### src/rtl/conv_enc_pkg.sv
// Shared types and constants for the parametrised convolutional encoder.
package conv_enc_pkg;

  typedef enum logic {
    S_DATA = 1'b0,
    S_TAIL = 1'b1
  } enc_state_t;

  localparam int TERM_STREAM = 0;
  localparam int TERM_ZERO   = 1;

  localparam logic [5:0]  G_K3_75      = {3'b111, 3'b101};
  localparam logic [13:0] G_K7_171_133 = {7'b1111001, 7'b1011011};

endpackage

### src/rtl/conv_enc_parity.sv
// One generator output: XOR-reduction of a K-bit generator slice against its tap vector.
module conv_enc_parity #(
  parameter int K = 3
) (
  input  logic [K-1:0] gen,
  input  logic [K-1:0] taps,
  output logic         parity
);

  assign parity = ^(gen & taps);

endmodule

### src/rtl/conv_encoder_param.sv
// Rate 1/N, constraint-length K feed-forward convolutional encoder with registered valid/ready output.
// Optional puncturing (out_mask port, dropped all-zero-mask symbols) is enabled by CONV_ENC_PUNCT_EN.
module conv_encoder_param
  import conv_enc_pkg::*;
#(
  parameter int             K         = 3,
  parameter int             N         = 2,
  parameter logic [N*K-1:0] G         = G_K3_75,
  parameter int             TERM_MODE = TERM_ZERO
`ifdef CONV_ENC_PUNCT_EN
  ,
  parameter int                   PUNCT_P   = 2,
  parameter logic [N*PUNCT_P-1:0] PUNCT_PAT = 4'b1110
`endif
) (
  input  logic         CLK,
  input  logic         RST,
  input  logic         in_valid,
  output logic         in_ready,
  input  logic         in_bit,
  input  logic         in_last,
  output logic         out_valid,
  input  logic         out_ready,
  output logic [N-1:0] out_sym,
  output logic         out_last,
`ifdef CONV_ENC_PUNCT_EN
  output logic [N-1:0] out_mask,
`endif
  output logic         busy
);

  enc_state_t   state;
  logic [K-2:0] sreg;
  logic [K-2:0] shifted;
  logic [K-1:0] taps;
  logic [N-1:0] sym;
  logic [3:0]   tail_cnt;
  logic         cur_bit;
  logic         slot_free;
  logic         accept;
  logic         tail_step;
  logic         step;
  logic         tail_done;
  logic         last_sym;
  logic         emit_valid;

  assign slot_free = !out_valid || out_ready;
  assign in_ready  = (state == S_DATA) && slot_free;
  assign accept    = in_valid && in_ready;
  assign tail_step = (state == S_TAIL) && slot_free;
  assign step      = accept || tail_step;
  assign cur_bit   = (state == S_DATA) ? in_bit : 1'b0;
  assign tail_done = tail_step && (tail_cnt == 4'(K - 2));
  assign last_sym  = tail_done || (accept && in_last && (TERM_MODE == TERM_STREAM));
  assign busy      = (state == S_TAIL) || out_valid;

  // Tap vector: current bit at K-1, newest register bit below it, oldest at bit 0.
  always_comb begin
    taps[K-1] = cur_bit;
    for (int i = 0; i < K - 1; i++) begin
      taps[K-2-i] = sreg[i];
    end
  end

  if (K > 2) begin : g_shift
    assign shifted = {sreg[K-3:0], cur_bit};
  end else begin : g_shift1
    assign shifted = cur_bit;
  end

  for (genvar j = 0; j < N; j++) begin : g_parity
    conv_enc_parity #(.K(K)) u_parity (
      .gen    (G[j*K +: K]),
      .taps   (taps),
      .parity (sym[j])
    );
  end

`ifdef CONV_ENC_PUNCT_EN
  logic [7:0]   phase;
  logic [N-1:0] mask;

  assign mask = PUNCT_PAT[(PUNCT_P - 1 - int'(phase)) * N +: N];
  // The frame-final symbol is always emitted so downstream never loses the boundary.
  assign emit_valid = (|mask) || last_sym;

  always_ff @(posedge CLK) begin
    if (RST) begin
      phase    <= '0;
      out_mask <= '0;
    end else if (step) begin
      out_mask <= mask;
      if (last_sym || (int'(phase) == PUNCT_P - 1)) begin
        phase <= '0;
      end else begin
        phase <= phase + 8'd1;
      end
    end
  end
`else
  assign emit_valid = 1'b1;
`endif

  always_ff @(posedge CLK) begin
    if (RST) begin
      state     <= S_DATA;
      sreg      <= '0;
      tail_cnt  <= '0;
      out_valid <= 1'b0;
      out_sym   <= '0;
      out_last  <= 1'b0;
    end else if (step) begin
      out_sym   <= sym;
      out_last  <= last_sym;
      out_valid <= emit_valid;
      sreg      <= last_sym ? '0 : shifted;
      if (accept && in_last && (TERM_MODE == TERM_ZERO)) begin
        state    <= S_TAIL;
        tail_cnt <= '0;
      end else if (tail_step) begin
        if (tail_done) begin
          state    <= S_DATA;
          tail_cnt <= '0;
        end else begin
          tail_cnt <= tail_cnt + 4'd1;
        end
      end
    end else if (out_ready) begin
      out_valid <= 1'b0;
    end
  end

endmodule

### config.mk
export PLATFORM = sky130hd
export DESIGN_NAME = conv_encoder_param
export DESIGN_NICKNAME = d
export VERILOG_FILES = /design/src/rtl/conv_enc_pkg.sv /design/src/rtl/conv_enc_parity.sv /design/src/rtl/conv_encoder_param.sv
export SDC_FILE = /design/constraint.sdc
export NUM_CORES = 1
export LEC_CHECK = 0
export CELL_PAD_IN_SITES_DETAIL_PLACEMENT = 0
export CELL_PAD_IN_SITES_GLOBAL_PLACEMENT = 1
export CORE_MARGIN = 2
export CORE_UTILIZATION = 30
export CTS_BUF_LIST = sky130_fd_sc_hd__clkbuf_8
export DETAILED_ROUTE_END_ITERATION = 6
export PLACE_DENSITY_LB_ADDON = 0.08
export SLEW_MARGIN = 10
export SYNTH_ARGS = -nofsm -noshare
export SYNTH_HDL_FRONTEND = slang
export SYNTH_SLANG_ARGS = --single-unit
### constraint.sdc
create_clock -name CLK -period 3.2 [get_ports CLK]
set_clock_uncertainty 0.1 [all_clocks]
set_input_delay 0.96 -clock CLK [delete_from_list [all_inputs] [get_ports CLK]]
set_output_delay 0.96 -clock CLK [all_outputs]
set_load 0.02 [all_outputs]
==> metrics <==
total wire length=1060 um; R2R Path Start=tail_cnt[0]$_SDFFE_PP0P_; CTS root buf=clkbuf_8; Final GP Congestion=around 0.65; crit end category=output pin; DRC errors left=0; vias in the first global route=409; cts hold-fix bufs=0; Max Freq=322 MHz; largest net degree at the start of global routing=11; type of origin of the critical path=input port; Syn Nets=67; Seq cells post-synth=11; fraction of registers with async set/reset=0; Setup crit end=in_ready; data arrival time of the critical path=between 2000 and 2500 ps; sw power=~87 uW; Routed Antenna Nets=0; Remaining Overflow, GRT=0; CP Data Required Time=2140 ps; Vias=roughly 450; share of layout cells above drive strength 1=0.187; Post-synth EDFFs=0; nets@finish=84; count of final setup violators=0; Pre-antenna DRT Iters=4; Synth Area per Inst=9.42 um^2; area of the core=0.00173 mm^2; Pins Over Slew Limit=0; initial antenna violation count=0; outcome=completed; cts bufs inserted=3; CP max FO=2; TNS Setup=0 ps; CP Launch Point=out_ready; period utilization=0.971; number of synthesis warnings=0; CTS tree=yes; fin crit period=3110 ps; Cells after Synth=59; die area=0.00221 mm^2; Seq/Total Area, Yosys=0.396; Setup Crit Path Kind=input port to output pin; fin util=0.433; Clock Pin Slew Worst Setup and Hold Paths=50 ps; RSZ-0062 raised after global routing=no; drt initial violations=11; CTS H-Tree Depth=1; total track usage=0.113; Flop pwr share=0.426; LEAKAGE=0.000292 uW; area grow syn2layout=34.7%; Pwr per Cell Area=467 mW/mm^2; ys flop type=dfxtp_1; Comb pwr share=0.194; Slew @ Worst Pin=368 ps; Worst Hold Class=register to register; synthesized cell area=556 um^2; Reg2Reg Setup Slack=around 1700 ps; Worst VDD drop=approximately 300 uV; # port buffers=11; Final Hold Fails=0; post-CTS setup buffers=0; R2R Path End=tail_cnt[1]$_SDFFE_PP0P_; Switching Share=0.249; Via density=4.54; Reg2Reg Depth=5; max cap viols=0; WL/cell=10.6 um; Cell variety after synth=27; DP HPWL=795 um; Starting Density=0.322; clock share of power=0.379; global-route wire length before repair=1690 um; clock buffer depth=2; diode count=0; Max-slew headroom=0.754; Fill cells=195; Die Y=47.0 um; DIE WIDTH=47.0 um; Hold Path Origin=out_last$_SDFFE_PP0P_; Int Pwr=263 uW; Placement Rows=15; Skew-Pair Late Insertion Delay=230 ps; IO Pins=12; Clock Sinks=11
-- cells in the mapped netlist (2+ instances only) --
library cell,number,share of area
inv_1,3,0.020
or2_2,2,0.023
nor2_1,8,0.054
nor3_1,5,0.045
mux2i_1,3,0.054
nand3_1,3,0.027
a21oi_1,3,0.027
nand2_1,2,0.014
dfxtp_1,11,0.40
ha_1,2,0.045
-- worst max-delay path: stages --
cell             delay (ps)
clkdlybuf4s50_1         460
and2b_1                 190
nor2_1                  120
clkdlybuf4s15_1         320
-- flip-flops by register name, indices dropped and copies added (netlist names) --
register,count
tail_cnt,4
out_sym,2
sreg,2
out_last,1
out_valid,1
state,1
-- stage by stage --
| step | hold WS [ps] | instance area [um^2] | instances | total power (uW) | setup slack [ps] |
|---|---|---|---|---|---|
| 2_1_floorplan | 377 | 556 | 59 | 194 | 660 |
| 5_1_grt | 445 | 748 | 100 | 372 | 11.3 |
| 3_3_place_gp | 381 | 703 | 96 | 221 | -201 |
| 3_5_place_dp | 394 | 703 | 96 | 221 | -207 |
| 4_1_cts | 405 | 747 | 100 | 359 | 62.0 |
| 6_report | 394 | 748 | 100 | 350 | 93.0 |
-- layer usage --
layer | GRT usage | part of all wire | vias to the layer above
met4 | 0.0500 | 0 | 0
li1 | - | - | 236
met3 | 0.0577 | 0.043 | 0
met5 | 0 | 0 | -
met1 | 0.123 | 0.45 | 212
met2 | 0.184 | 0.50 | 6
-- cell families (layout without fill, tap and decap cells) --
| family | count (synthesis) | in the layout | synth area share |
|---|---|---|---|
| and+or+nand+nor | 27 | 27 | 0.277 |
| DFF | 11 | 11 | 0.396 |
| AOI/OAI and AO/OA | 9 | 9 | 0.133 |
| buffers and inverters | 5 | 21 | 0.0495 |
| muxes | 3 | 3 | 0.0541 |
| adders and majority gates | 2 | 2 | 0.0450 |
| xor gates and xnor gates | 2 | 2 | 0.0451 |
-- placed cells by master, fill, tap and decap left out, types with 2 or more instances in the layout --
| cell type | instances |
|---|---|
| dfxtp_1 | 11 |
| clkdlybuf4s50_1 | 10 |
| nor2_1 | 8 |
| nor3_1 | 5 |
| inv_1 | 4 |
| nand3_1 | 3 |
| a21oi_1 | 3 |
| mux2i_1 | 3 |
| clkbuf_8 | 3 |
| buf_4 | 3 |
| or2_2 | 2 |
| nand2_1 | 2 |
| ha_1 | 2 |
-- cell type report --
| cell class | instances | area (um^2) | area share |
|---|---|---|---|
| multi-input combinational | 43 | 308 | 0.411 |
| sequential | 11 | 220 | 0.294 |
| timing repair buffer | 14 | 133 | 0.177 |
| clock buffer | 3 | 41.3 | 0.0552 |
| tap | 25 | 31.3 | 0.0418 |
| inverter | 3 | 11.3 | 0.0151 |
| clock inverter | 1 | 3.75 | 0.00502 |
-- worst min path at each step --
stage,end,cells past startpoint,slack (ps)
global route,tail_cnt[0]$_SDFFE_PP0P_,2,440
global placement,out_last$_SDFFE_PP0P_,2,380
detailed placement,out_sym[0]$_SDFFE_PP0P_,2,390
finish,out_last$_SDFFE_PP0P_,2,390
CTS,out_sym[0]$_SDFFE_PP0P_,2,410
floorplan,tail_cnt[0]$_SDFFE_PP0P_,2,380
-- power by group through the flow --
| stage | combinational [uW] | clock, uW | sequential, uW |
|---|---|---|---|
| finish | 68.0 | 133 | 149 |
| global route | 73.7 | 149 | 150 |
| CTS | 68.6 | 141 | 149 |
| detailed placement | 69.2 | 0 | 152 |
| global placement | 69.9 | 0 | 151 |
| floorplan | 38.4 | 0 | 155 |
-- timing repair --
item,CTS,global route
gates cloned,0,0
resized for setup,1,1
endpoints found under the setup margin,1,1
Note: power is estimated with default switching activity, not from simulation.
==> variant: new RTL, config.mk and constraints unchanged <==
Add a define of `CONV_ENC_PUNCT_EN`.
--- a/src/rtl/conv_encoder_param.sv
+++ b/src/rtl/conv_encoder_param.sv
@@ -1,5 +1,7 @@
 // Rate 1/N, constraint-length K feed-forward convolutional encoder with registered valid/ready output.
 // Optional puncturing (out_mask port, dropped all-zero-mask symbols) is enabled by CONV_ENC_PUNCT_EN.
+`define CONV_ENC_PUNCT_EN
+
 module conv_encoder_param
   import conv_enc_pkg::*;
 #(
Formal check against the unedited RTL (old outputs only; new: out_mask): same outputs for any inputs over 10 cycles, from zero or initial values and one cycle with RST high; that may be too few to reach the edited logic, so the function may still have changed.
==> variant against the original RTL <==
Synthesized area rose by 110%. Maximum frequency rose by 2.3%. Largest cell class unchanged. Sequential cell count rose by 10. Clock power rose by 27%. Final area rose by 80%. Critical endpoint unchanged. Setup slack improved by 0.071 ns. Count of clock-buffer cells in the layout did not move. Combinational power rose to 2.5 times the old value. Critical path type unchanged. Critical path depth did not move. Routed wire length rose by 110%. Total power rose by 84%. Synthesized cell count rose by 97%. Sequential share of layout area rose by 1.7 points.
==> variant: results (changes against the original RTL) <==
vias in the first global route - 878 (+110%)
final std cells w/o fill - 178 (+78%)
placed cell area - 1310 sq um (+86%)
Vias/cell - 4.74 (+4.3%)
Syn Area/Cell - 9.86 sq um (+4.7%)
total internal power - 0.443 mW (+69%)
worst slew pin tran - 0.517 ns (+0.150 ns)
largest registers - phase (8), tail_cnt (4)
synth unique cells - 37 (+37%)
Power Combinational - 0.171 mW (+150%)
clock slew at reported path FFs - 0.07 ns (+0.02 ns)
status - complete, no violations
period utilisation layout - 94.9% (-2.2 points)
most common library cells after synthesis - dfxtp_1, nand2_1, nor3_1, nor2_1, xnor2_1
DR WL/cell - 12.7 microns (+20%)
DPL Wire Length - 1660 microns (+110%)
register area share after synthesis - 36.8% (-2.9 points)
top post-synthesis cells by area - dfxtp_1, xnor2_1, ha_1, nor3_1, nand2_1
port buffer count - 13 (+2)
Worst-Skew Late Latency - 0.26 ns (+0.03 ns)
Max VDD drop - 0.261 mV (-13%)
gp weighted congestion - 0.748 (+15%)
r2r setup slk - 1.50 ns (-0.20 ns)
Post-Syn Nets - 127 (+90%)
type of the most critical hold path - reg -> reg
worst slack, placed - -0.0941 ns (+0.113 ns)
pin count of the biggest net entering global routing - 12 (+1)
htree depth - 1 (unchanged)
max incr delay on CP - 0.43 ns (-0.03 ns)
placed cell count - 174 (+81%)
first-pass GRT wire length - 4090 microns (+140%)
Final nets - 142 (+69%)
Worst Path Arrival - 1.98 ns (-0.07 ns)
Leak - 0.460 nW (+57%)
initial drt markers - 29 (+18)
fraction of layout cells with a size suffix above 1 - 16.9% (-1.7 points)
sequential power - 0.304 mW (+100%)
final hold slack - 0.357 ns (-0.0367 ns)
sequential share of power - 47.1% (+4.5 points)
-- variant: changes by cell type after synthesis, moves of 3 or more --
cell | unedited run | this run
ha_1 | 2 | 5
dfxtp_1 | 11 | 21
nor3_1 | 5 | 11
xnor2_1 | 1 | 9
nand2_1 | 2 | 12
-- variant: worst paths after layout --
| kind | startpoint | to | depth (start not counted) |
|---|---|---|---|
| max | out_ready | in_ready | 4 |
| min | out_mask[0] | out_mask[0] | 2 |
| max reg2reg | phase[0] | phase[5] | 5 |
| min reg2reg | out_mask[0] | out_mask[0] | 2 |
-- variant: logic make-up after synthesis --
| logic type | synth area share (%) |
|---|---|
| xor gates and xnor gates | 9.85 |
| AOI/OAI and AO/OA | 10.1 |
| muxes | 0.875 |
| buffers and inverters | 4.70 |
| adders and majority gates | 5.47 |
| DFF | 36.8 |
| and+or+nand+nor | 32.3 |
-- variant: per-layer routing --
metal / routed length, microns / part of all wire [%] / global-route usage [%] / vias to the layer above
met5: 0 / 0 / 0 / -
li1: - / - / - / 432
met2: 1070 / 47 / 21.0 / 11
met3: 73 / 3.2 / 3.60 / 4
met4: 30 / 1.3 / 4.69 / 0
met1: 1080 / 48 / 15.3 / 396
-- variant: layout make-up --
| type | count | area (sq um) |
|---|---|---|
| clock buffer | 3 | 41.3 |
| clock inverter | 1 | 3.75 |
| fill | 380 | 2310 |
| inverter | 3 | 11.3 |
| multi-input combinational | 87 | 669 |
| sequential | 21 | 420 |
| tap | 48 | 60.1 |
| timing repair buffer | 15 | 144 |
-- variant: repair_timing --
item                                    CTS  global route
resized for setup                         1             0
endpoints found under the setup margin    1             0
endpoints found under the hold margin     0             0
-- variant: worst reg2reg max path, cell delays in order, from the launching register on --
cell and delay, ns:
dfxtp_1 0.45, ha_1 0.20, nor4b_1 0.25, nand2_1 0.15
a21oi_4 0.33, nor3_1 0.10
